<file path="src/rtl/bcd_scan_pkg.sv">
// Shared glyph constants and sizing helper for the BCD scan display driver.
package bcd_scan_pkg;

    // Active-high segment patterns, bit0 = a ... bit6 = g
    localparam logic [6:0] SEG_0     = 7'h3F;
    localparam logic [6:0] SEG_1     = 7'h06;
    localparam logic [6:0] SEG_2     = 7'h5B;
    localparam logic [6:0] SEG_3     = 7'h4F;
    localparam logic [6:0] SEG_4     = 7'h66;
    localparam logic [6:0] SEG_5     = 7'h6D;
    localparam logic [6:0] SEG_6     = 7'h7D;
    localparam logic [6:0] SEG_7     = 7'h07;
    localparam logic [6:0] SEG_8     = 7'h7F;
    localparam logic [6:0] SEG_9     = 7'h6F;
    localparam logic [6:0] SEG_DASH  = 7'h40;
    localparam logic [6:0] SEG_BLANK = 7'h00;

    // Bits needed to index 'value' distinct items
    function automatic int unsigned clogb2(input int unsigned value);
        int unsigned v;
        int unsigned n;
        v = value - 32'd1;
        n = 0;
        while (v != 0) begin
            v = v >> 1;
            n = n + 32'd1;
        end
        return n;
    endfunction

endpackage

</file>
<file path="src/rtl/bcd_scan_driver_if.sv">
// Load/busy handshake carrying new display data into the scan driver.
interface bcd_scan_driver_if #(
    parameter int unsigned DISPLAYS_NUM = 4,
    parameter int unsigned BRIGHT_W     = 3
);
    logic                      i_load;
    logic [4*DISPLAYS_NUM-1:0] i_bcd_data;
    logic [DISPLAYS_NUM-1:0]   i_dp;
    logic [BRIGHT_W-1:0]       i_bright;
    logic                      o_busy;

    modport master (output i_load, i_bcd_data, i_dp, i_bright, input o_busy);
    modport slave  (input i_load, i_bcd_data, i_dp, i_bright, output o_busy);
endinterface

</file>
<file path="src/rtl/bcd_to_seg7.sv">
// Combinational BCD to 7-segment decoder; active-high pattern, blank overrides.
module bcd_to_seg7
    import bcd_scan_pkg::*;
(
    input  logic [3:0] code,
    input  logic       blank,
    output logic [6:0] seg_c
);

    always_comb begin
        seg_c = SEG_BLANK;
        if (!blank) begin
            case (code)
                4'h0:    seg_c = SEG_0;
                4'h1:    seg_c = SEG_1;
                4'h2:    seg_c = SEG_2;
                4'h3:    seg_c = SEG_3;
                4'h4:    seg_c = SEG_4;
                4'h5:    seg_c = SEG_5;
                4'h6:    seg_c = SEG_6;
                4'h7:    seg_c = SEG_7;
                4'h8:    seg_c = SEG_8;
                4'h9:    seg_c = SEG_9;
                4'hF:    seg_c = SEG_BLANK;
                default: seg_c = SEG_DASH;
            endcase
        end
    end

endmodule

</file>
<file path="src/rtl/bcd_scan_driver.sv">
// Time-multiplexed 7-segment driver with PWM brightness and frame-aligned data commit.
// Optional leading-zero blanking is built when BCD_SCAN_LZB_EN is defined.
module bcd_scan_driver
    import bcd_scan_pkg::*;
#(
    parameter int unsigned DISPLAYS_NUM   = 4,
    parameter int unsigned DIV_W          = 10,
    parameter int unsigned BRIGHT_W       = 3,
    parameter bit          SEG_ACTIVE_LOW = 1'b1,
    parameter bit          SEL_ACTIVE_LOW = 1'b1
) (
    input  logic                    i_clk,
    input  logic                    i_rst,
    bcd_scan_driver_if.slave        bus,
    output logic [6:0]              o_seg,
    output logic                    o_dp,
    output logic [DISPLAYS_NUM-1:0] o_sel,
    output logic                    o_frame
);

    localparam int unsigned           DIG_W      = clogb2(DISPLAYS_NUM);
    localparam logic [DIG_W-1:0]      DIG_LAST   = DIG_W'(DISPLAYS_NUM - 1);
    localparam logic [BRIGHT_W-1:0]   BRIGHT_MAX = {BRIGHT_W{1'b1}};
    localparam logic [6:0]            SEG_INV    = {7{SEG_ACTIVE_LOW}};
    localparam logic [DISPLAYS_NUM-1:0] SEL_INV  = {DISPLAYS_NUM{SEL_ACTIVE_LOW}};

    logic [DIV_W-1:0]                  r_div;
    logic [DIG_W-1:0]                  r_digit;
    logic                              r_busy;
    logic [DISPLAYS_NUM-1:0][3:0]      pend_bcd, act_bcd;
    logic [DISPLAYS_NUM-1:0]           pend_dp, act_dp;
    logic [BRIGHT_W-1:0]               pend_bright, act_bright;

    logic                    slot_end_c;
    logic                    boundary_c;
    logic                    lit_c;
    logic                    cur_blank_c;
    logic [6:0]              glyph_c;
    logic [DISPLAYS_NUM-1:0] sel_hot_c;

    assign slot_end_c = (r_div == {DIV_W{1'b1}});
    assign boundary_c = slot_end_c && (r_digit == DIG_LAST);
    assign lit_c      = (act_bright == BRIGHT_MAX) ||
                        (r_div[DIV_W-1 -: BRIGHT_W] < act_bright);
    assign sel_hot_c  = DISPLAYS_NUM'(1) << r_digit;
    assign bus.o_busy = r_busy;

`ifdef BCD_SCAN_LZB_EN
    // Leading-zero mask from the top digit down; a set dp ends the run
    logic [DISPLAYS_NUM-1:0] lzb_mask_c;
    logic                    lzb_run_c;
    always_comb begin
        lzb_mask_c = '0;
        lzb_run_c  = 1'b1;
        for (int k = int'(DISPLAYS_NUM) - 1; k >= 1; k--) begin
            if (lzb_run_c && (act_bcd[k] == 4'd0) && !act_dp[k]) begin
                lzb_mask_c[k] = 1'b1;
            end else begin
                lzb_run_c = 1'b0;
            end
        end
    end
    assign cur_blank_c = lzb_mask_c[r_digit];
`else
    assign cur_blank_c = 1'b0;
`endif

    bcd_to_seg7 u_dec (
        .code  (act_bcd[r_digit]),
        .blank (cur_blank_c),
        .seg_c (glyph_c)
    );

    // Scan counters, double-buffered display data and registered pin drive
    always_ff @(posedge i_clk or negedge i_rst) begin
        if (!i_rst) begin
            r_div       <= '0;
            r_digit     <= '0;
            r_busy      <= 1'b0;
            pend_bcd    <= '0;
            pend_dp     <= '0;
            pend_bright <= '0;
            act_bcd     <= '0;
            act_dp      <= '0;
            act_bright  <= '0;
            o_seg       <= SEG_INV;
            o_dp        <= SEG_ACTIVE_LOW;
            o_sel       <= SEL_INV;
            o_frame     <= 1'b0;
        end else begin
            r_div <= r_div + DIV_W'(1);
            if (slot_end_c) begin
                r_digit <= (r_digit == DIG_LAST) ? '0 : r_digit + DIG_W'(1);
            end

            if (bus.i_load) begin
                pend_bcd    <= bus.i_bcd_data;
                pend_dp     <= bus.i_dp;
                pend_bright <= bus.i_bright;
            end

            if (boundary_c && bus.i_load) begin
                act_bcd    <= bus.i_bcd_data;
                act_dp     <= bus.i_dp;
                act_bright <= bus.i_bright;
                r_busy     <= 1'b0;
            end else if (boundary_c && r_busy) begin
                act_bcd    <= pend_bcd;
                act_dp     <= pend_dp;
                act_bright <= pend_bright;
                r_busy     <= 1'b0;
            end else if (bus.i_load) begin
                r_busy <= 1'b1;
            end

            o_frame <= boundary_c;
            o_seg   <= (lit_c ? glyph_c : 7'h00) ^ SEG_INV;
            o_dp    <= (lit_c && act_dp[r_digit]) ^ SEG_ACTIVE_LOW;
            o_sel   <= (lit_c ? sel_hot_c : '0) ^ SEL_INV;
        end
    end

endmodule

</file>
<file path="src/flat_wrapper.sv">
// flat-port wrapper written by rule: the top's interface ports become plain ports
module bcd_scan_driver_flat import bcd_scan_pkg::*;
#(
    parameter int unsigned DISPLAYS_NUM   = 4,
    parameter int unsigned DIV_W          = 10,
    parameter int unsigned BRIGHT_W       = 3,
    parameter bit          SEG_ACTIVE_LOW = 1'b1,
    parameter bit          SEL_ACTIVE_LOW = 1'b1
)
  (i_clk, i_rst, o_seg, o_dp, o_sel, o_frame, bus_i_load, bus_i_bcd_data, bus_i_dp, bus_i_bright, bus_o_busy);
  bcd_scan_driver_if #(.DISPLAYS_NUM(DISPLAYS_NUM), .BRIGHT_W(BRIGHT_W)) bus_i ();
  input  logic i_clk;
  input  logic i_rst;
  output logic [6:0] o_seg;
  output logic o_dp;
  output logic [DISPLAYS_NUM-1:0] o_sel;
  output logic o_frame;
  input wire logic [$bits(bus_i.i_load)-1:0] bus_i_load;
  input wire logic [$bits(bus_i.i_bcd_data)-1:0] bus_i_bcd_data;
  input wire logic [$bits(bus_i.i_dp)-1:0] bus_i_dp;
  input wire logic [$bits(bus_i.i_bright)-1:0] bus_i_bright;
  output wire logic [$bits(bus_i.o_busy)-1:0] bus_o_busy;
  assign bus_i.i_load = bus_i_load;
  assign bus_i.i_bcd_data = bus_i_bcd_data;
  assign bus_i.i_dp = bus_i_dp;
  assign bus_i.i_bright = bus_i_bright;
  assign bus_o_busy = bus_i.o_busy;
  bcd_scan_driver #(.DISPLAYS_NUM(DISPLAYS_NUM), .DIV_W(DIV_W), .BRIGHT_W(BRIGHT_W), .SEG_ACTIVE_LOW(SEG_ACTIVE_LOW), .SEL_ACTIVE_LOW(SEL_ACTIVE_LOW)) u_core (.i_clk(i_clk), .i_rst(i_rst), .bus(bus_i), .o_seg(o_seg), .o_dp(o_dp), .o_sel(o_sel), .o_frame(o_frame));
endmodule
</file>
<file path="config.mk">
export PLATFORM = sky130hd
export DESIGN_NAME = bcd_scan_driver_flat
export DESIGN_NICKNAME = d
export VERILOG_FILES = /design/src/rtl/bcd_scan_pkg.sv /design/src/rtl/bcd_scan_driver_if.sv /design/src/rtl/bcd_to_seg7.sv /design/src/rtl/bcd_scan_driver.sv /design/src/flat_wrapper.sv
export SDC_FILE = /design/constraint.sdc
export NUM_CORES = 1
export LEC_CHECK = 0
export CORE_AREA = 2 2 79 81
export CTS_CLUSTER_SIZE = 14
export DETAILED_ROUTE_END_ITERATION = 7
export DIE_AREA = 0 0 81 83
export GPL_TIMING_DRIVEN = 0
export MAX_ROUTING_LAYER = met4
export PLACE_DENSITY_LB_ADDON = 0.3
export SYNTH_ARGS = -nofsm -noshare
export SYNTH_HDL_FRONTEND = slang
export SYNTH_SLANG_ARGS = --single-unit
</file>
<file path="constraint.sdc">
create_clock -name i_clk -period 2.3 [get_ports i_clk]
set_clock_uncertainty 0.1 [all_clocks]
set_input_delay 0.46 -clock i_clk [delete_from_list [all_inputs] [get_ports i_clk]]
set_output_delay 0.46 -clock i_clk [all_outputs]
set_load 0.01 [all_outputs]
</file>
==> impl_results.md, run 1 <==
* DIE WIDTH at 81 microns
* Largest net degree at the start of global routing at 73
* Synth Flop Type: dfrtp_1
* PwrDens at 651 nW/um^2
* Gr ovfl total at 0
* Worst EP required at 2.42 ns
* Slew Limit Fails at 0
* Lkg Pwr at 1.67 nW
* Mapped Cells at 214
* Drt drc at 0
* PortBufs at 38
* Worst-Margin Slew at 0.866 ns
* Net Count, Synth at 252
* Core area at 5820 sq um
* Asr flop ratio synth at 100%
* Initial DRC Count at 78
* Mapped Avg Cell Area at 14.3 sq um
* HP Class: in -> async
* Max-cap viol count at 0
* Final setup violation count at 0
* Final Hold Fails at 0
* Shortest period the worst path allows at 2.12 ns
* Pre-antenna DRT Iters at 4
* Later-pin clock latency in the skew report at 0.34 ns
* H-tree depth at 3
* Most common cell after layout, fill and taps aside: dfrtp_1
* Row cnt at 28
* Most frequent cells in the layout: 60 x dfrtp_1, 46 x mux2_2, 37 x clkdlybuf4s50_1
* Post-synth EDFFs at 0
* Fin util at 64.4%
* Worst Path Class, Setup: reg -> reg
* Number of global-route vias before repair at 1,827
* Period utilization at 92.3%
* Unrepaired setup endpoints after global routing: false
* Yosys top cell by area: dfrtp_1
* Routability Congestion at 0.823
* Total Neg Setup Slack at 0 ns
* Startpoint types: register
* Global-route usage over all layers at 17.4%
* CTS Sinks at 72
* Post-synthesis sequential area ratio at 59.5%
* Die H at 83 microns
* Die area at 6720 sq um
* Vias at 1,765
* ANT cells at 0
* CTS tree: done
* Synth top area cells: dfrtp_1 49%, mux2_2 17%, dfstp_2 10%
* Antenna viol nets, final at 0
* Synthesis-to-layout area growth at 22.7%
* Worst-path cell chain: ha_1 > nand3_2 > nor3_4 > nor3b_4 > buf_6 > mux2_2
* Initial Util at 52.5%
* Worst-case clock buffer depth at 2
* DPL Wire Length at 3400 microns
* CTS Hold Bufs at 0
* Synth cell types at 32
* Synth top area share at 49.2%
* YS warnings at 0
* Peak VDD IR at 363 uV
* Hold_ws at 0.136 ns
* Endpoint class of the critical path: register
* Vias per inst at 5.12
* Wire per inst at 14.2 microns
* Rel. slew slack at 42.3%
* Mapped Area at 3050 sq um
* Clock transition at the registers of the reported paths at 0.07 ns
* Yosys reg bits at 72
* I/O pins at 40
* Final net count at 303
* Layout cells sized above 1 at 33.0%
* Global-route wire length before repair at 8380 microns
* Slowest stage cell, crit path: dfrtp_1
* Status: finished clean
* Initial antenna violation count at 0
* Root buf cell: clkbuf_8
* Crit path DAT at 2.25 ns
* Routed WL at 4890 microns
* Bufs and invs on worst path at 1
* Critical path's largest stage delay at 0.37 ns
* Crit path max-delay family: simple AND/OR/NAND/NOR gates
* CP Max Fanout at 10
* Highest attainable clock frequency at 0.471 GHz
* CTS Buf Count at 9
[synth_stat cells (2+ instances only)]
cell type and number:
xnor2_1 3, mux2_2 46, clkbuf_1 4, nor2_1 6, dfrtp_1 60, ha_1 12, dfstp_2 12, and3_1 2
xor2_1 5, o21ai_0 8, buf_6 3, a21oi_1 5, nand2b_1 2, mux4_2 5, nand3_1 4, inv_1 11
nand2_1 11
[metrics by stage]
step / cell area [sq um] / cells / total power, mW / worst slack, ns
3_5_place_dp: 3530 / 327 / 1.47 / 0.0542
3_3_place_gp: 3530 / 327 / 1.47 / -1.66
5_1_grt: 3750 / 345 / 2.56 / 0.0527
4_1_cts: 3720 / 343 / 2.47 / 0.0421
6_report: 3750 / 345 / 2.44 / 0.177
2_1_floorplan: 3050 / 214 / 1.39 / 0.323
[final timing paths]
kind                                           startpoint                                to  slack (ns)  cells past startpoint
worst max-delay path            u_core.r_div[0]$_DFF_PN0_     u_core.act_bcd[4]$_DFFE_PN0P_        0.18                      6
worst min-delay path                                i_rst   u_core.pend_bcd[11]$_DFFE_PN0P_        0.14                      1
worst max register to register  u_core.r_div[0]$_DFF_PN0_     u_core.act_bcd[4]$_DFFE_PN0P_        0.18                      6
worst min register to register  u_core.r_div[0]$_DFF_PN0_         u_core.r_div[0]$_DFF_PN0_        0.36                      1
max in group asynchronous                           i_rst  u_core.act_bright[2]$_DFFE_PN0P_        1.41                      1
min in group i_clk              u_core.r_div[0]$_DFF_PN0_         u_core.r_div[0]$_DFF_PN0_        0.36                      1
[routing by layer]
layer / up-vias / part of all wire, % / wire length, microns / GRT usage, %
li1: 842 / - / - / -
met1: 866 / 46 / 2230 / 22.2
met2: 44 / 47 / 2280 / 24.5
met3: 13 / 4.6 / 225 / 4.13
met4: 0 / 3.3 / 159 / 11.6
met5: - / 0 / 0 / -
[state kept, by name, indices dropped and copies added (netlist names)]
register / cells
u_core.act_bcd: 16
u_core.act_bright: 3
u_core.act_dp: 4
u_core.bus.o_busy: 1
u_core.o_dp: 1
u_core.o_frame: 1
u_core.o_seg: 7
u_core.o_sel: 4
u_core.pend_bcd: 16
u_core.pend_bright: 3
u_core.pend_dp: 4
u_core.r_digit: 2
u_core.r_div: 10
[where the power goes]
part	switching, mW	internal, mW
combinational	0.0584	0.0727
clock	0.436	0.558
sequential	0.00916	1.31
total	0.503	1.94
[final cells by class]
type                    instances  area, sq um
plain buffers                   8         53.8
clock buffers                  13          159
clock inverters                 3         40.0
fillers                       463         2070
inverters                      11         41.3
multi-input cells             123         1150
flip-flops and latches         72         1820
well taps                      75         93.8
repair buffers                 40          393
[cell families after synthesis]
family / synth area share (%)
XOR/XNOR: 2.29
AO/OA/AOI/OAI: 2.95
multiplexers: 21.0
AND/OR/NAND/NOR: 6.27
buffers and inverters: 3.11
adder cells (fa/ha/maj): 4.92
flip-flops: 59.5
[repair_timing]
action,in CTS,in global routing
setup endpoints to repair,0,20
setup buffers,0,2
resized for setup,0,1
No activity file was read; power rests on OpenSTA's default activity.
==> run 2, diff against run 1 <==
- PLACE_DENSITY: unset -> 0.82
- PLACE_DENSITY_LB_ADDON: 0.3 -> unset
- SLEW_MARGIN: unset -> 0
==> run 2 against run 1 <==
Critical path depth is the same. Sequential share of layout area shrank 0.19 points. Register-to-register slack lost 0.05 ns. Combinational power is essentially flat. Total power grew 4.1%. Final cell count is the same. Worst setup slack lost 0.050 ns. Critical path type unchanged. Largest cell class unchanged.
==> impl_results.md, run 2 (synthesized netlist as in run 1, its figures left out) <==
* Rel. slew slack at 43.3% (+1.1 points)
* Reg2Reg Depth at 6 (unchanged)
* Worst R2R End: u_core.act_bcd[3]$_DFFE_PN0P_
* Layout cells sized above 1 at 33.7% (+0.74 points)
* Clock transition at the registers of the reported paths at 0.07 ns (about the same)
* Wire per inst at 14.4 microns (+1.3%)
* Switching pwr at 527 uW (+4.8%)
* Pre-CTS WS at 0.0662 ns (+0.0120 ns)
* Highest attainable clock frequency at 0.460 GHz (-2.3%)
* Worst Path Class, Setup: reg -> reg
* Later-pin clock latency in the skew report at 0.34 ns (about the same)
* Vias at 1,755 (-0.57%)
* Comb pwr share at 5.1% (-0.3 points)
* Switching share of power at 20.8% (+0.14 points)
* Routed WL at 4950 microns (+1.3%)
* Worst-case clock buffer depth at 2 (unchanged)
* P_int at 2.01 mW (+3.9%)
* Synthesis-to-layout area growth at 23.1%
* Top flop regs: u_core.act_bcd (16), u_core.pend_bcd (16), u_core.r_div (10)
* Largest net degree at the start of global routing at 73 (unchanged)
* CTS Buf Count at 9 (unchanged)
* R2R setup slack at 0.13 ns (-0.05 ns)
* Root buf cell: clkbuf_8
* Startpoint types: register
* Unrepaired setup endpoints after global routing: false
* Slew Limit Fails at 0 (unchanged)
* Global-route usage over all layers at 17.3% (-0.045 points)
* Worst EP required at 2.43 ns (about the same)
* DIE WIDTH at 81 microns (unchanged)
* GRT met3 Usage at 3.91% (-0.22 points)
* DPL Wire Length at 3510 microns (+3.2%)
* Gr busiest metal: met2
* HP Class: in -> async
* Core area at 5820 sq um (unchanged)
* Peak VDD IR at 398 uV (+9.6%)
* Non-Filler Instances at 345 (unchanged)
* Crit path DAT at 2.30 ns (+0.05 ns)
* Shortest period the worst path allows at 2.17 ns (+0.0498 ns)
* Max-cap viol count at 0 (unchanged)
* CTS tree: done
* Endpoint class of the critical path: register
* Drt drc at 0 (unchanged)
* Sequential power share at 51.8% (-2.1 points)
* Worst-Margin Slew at 0.850 ns (-0.0161 ns)
* R2r startpoint: u_core.r_div[0]$_DFF_PN0_
* PortBufs at 38 (unchanged)
* Row cnt at 28 (unchanged)
* Period utilization at 94.5% (+2.2 points)
* Initial antenna violation count at 0 (unchanged)
* Setup ws final at 0.128 ns (-0.0498 ns)
* Status: finished clean
* Global-route wire length before repair at 8480 microns (+1.2%)
* Routability Congestion at 0.813 (-1.2%)
* Final Hold Fails at 0 (unchanged)
* Gr ovfl total at 0 (unchanged)
* Clock power frac at 43.1% (+2.4 points)
* CTS Sinks at 72 (unchanged)
* PwrDens at 675 nW/um^2 (+3.7%)
* Most frequent cells in the layout: 60 x dfrtp_1, 46 x mux2_2, 37 x clkdlybuf4s50_1
* Pre-antenna DRT Iters at 4 (unchanged)
* H-tree depth at 3 (unchanged)
* ANT cells at 0 (unchanged)
* Met2 usage at 27.7% (+3.2 points)
* Die H at 83 microns (unchanged)
* Final setup violation count at 0 (unchanged)
* Final net count at 303 (unchanged)
* Initial Util at 52.5% (unchanged)
* Most common cell after layout, fill and taps aside: dfrtp_1
* Antenna viol nets, final at 0 (unchanged)
* Initial DRC Count at 45 (-42%)
* Met1 usage at 20.1% (-2.1 points)
* Placed cells at 327 (unchanged)
* Vias per inst at 5.09 (-0.57%)
* Lkg Pwr at 1.66 nW (-0.48%)
* Number of global-route vias before repair at 1,834 (+0.38%)
* Die area at 6720 sq um (unchanged)
* I/O pins at 40 (unchanged)
* CP Max Fanout at 10 (unchanged)
[run 2: cell types whose count changed in the layout (fill, tap and decap cells not counted)]
cell        delta
clkbuf_1       -2
bufinv_16      +1
clkbuf_8       -1
clkinv_2       +1
clkinvlp_4     +1
nor3_2         +1
nor3_4         -1
[run 2: power by group through the flow]
| stage | registers (mW) | logic, mW | clock network (mW) |
|---|---|---|---|
| after floorplan | 1.34 | 0.0556 | 0 |
| after global placement | 1.34 | 0.130 | 0 |
| after detailed placement | 1.34 | 0.133 | 0 |
| after CTS | 1.32 | 0.133 | 1.11 |
| after global routing | 1.32 | 0.144 | 1.18 |
| final | 1.32 | 0.129 | 1.10 |
[run 2: cell type report]
type,instances,area [sq um]
Fill cell,439,2050
Sequential cell,72,1820
Multi-Input combinational cell,123,1140
Timing Repair Buffer,40,393
Clock buffer,10,138
Tap cell,75,93.8
Clock inverter,6,82.6
Buffer,8,53.8
Inverter,11,41.3
[run 2: worst max-delay path by stage]
| stage | slack, ns | depth (start not counted) | end | from |
|---|---|---|---|---|
| finish | 0.13 | 6 | u_core.act_bcd[3]$_DFFE_PN0P_ | u_core.r_div[0]$_DFF_PN0_ |
| global route | 0.03 | 6 | u_core.act_bcd[3]$_DFFE_PN0P_ | u_core.r_div[0]$_DFF_PN0_ |
| CTS | 0.05 | 6 | u_core.act_bcd[3]$_DFFE_PN0P_ | u_core.r_div[0]$_DFF_PN0_ |
| detailed placement | 0.07 | 6 | u_core.act_bcd[3]$_DFFE_PN0P_ | u_core.r_div[0]$_DFF_PN0_ |
| global placement | -1.60 | 1 | u_core.pend_bcd[3]$_DFFE_PN0P_ | i_rst |
| floorplan | 0.32 | 6 | u_core.act_bcd[10]$_DFFE_PN0P_ | u_core.r_div[0]$_DFF_PN0_ |
[run 2: repair_timing]
action,in CTS,in global routing
buffers inserted,0,2
setup endpoints to repair,0,20
hold endpoints to repair,0,0
hold buffers,0,0
gates resized for setup,0,0
[run 2: worst max-delay path: stages (launching register included)]
cell	delay, ns
dfrtp_1	0.37
ha_1	0.20
nand3_2	0.14
nor3_2	0.33
nor3b_4	0.38
buf_6	0.20
mux2_2	0.35
[run 2: through the flow]
stage | hold slack (ns) | power, mW | TNS, ns | instance area, sq um | utilization (%)
after floorplan | 0.0644 | 1.39 | 0 | 3050 | -
after global placement | 0.328 | 1.47 | -105.74 | 3530 | 60.7
after detailed placement | 0.335 | 1.47 | 0 | 3530 | 60.6
after CTS | 0.152 | 2.56 | 0 | 3750 | 64.4
after global routing | 0.200 | 2.65 | 0 | 3760 | 64.7
final | 0.127 | 2.54 | 0 | 3760 | 64.7
[run 2: per-layer routing]
layer,up-vias,wire (microns)
li1,836,-
met4,0,102
met2,37,2540
met3,8,163
met1,874,2140
met5,-,0
==> run 3, diff against run 2 <==
- HOLD_SLACK_MARGIN: unset -> 0.15
==> results of run 3 <==
Same layout as run 2: the final DEF is identical, and so are final timing and power.
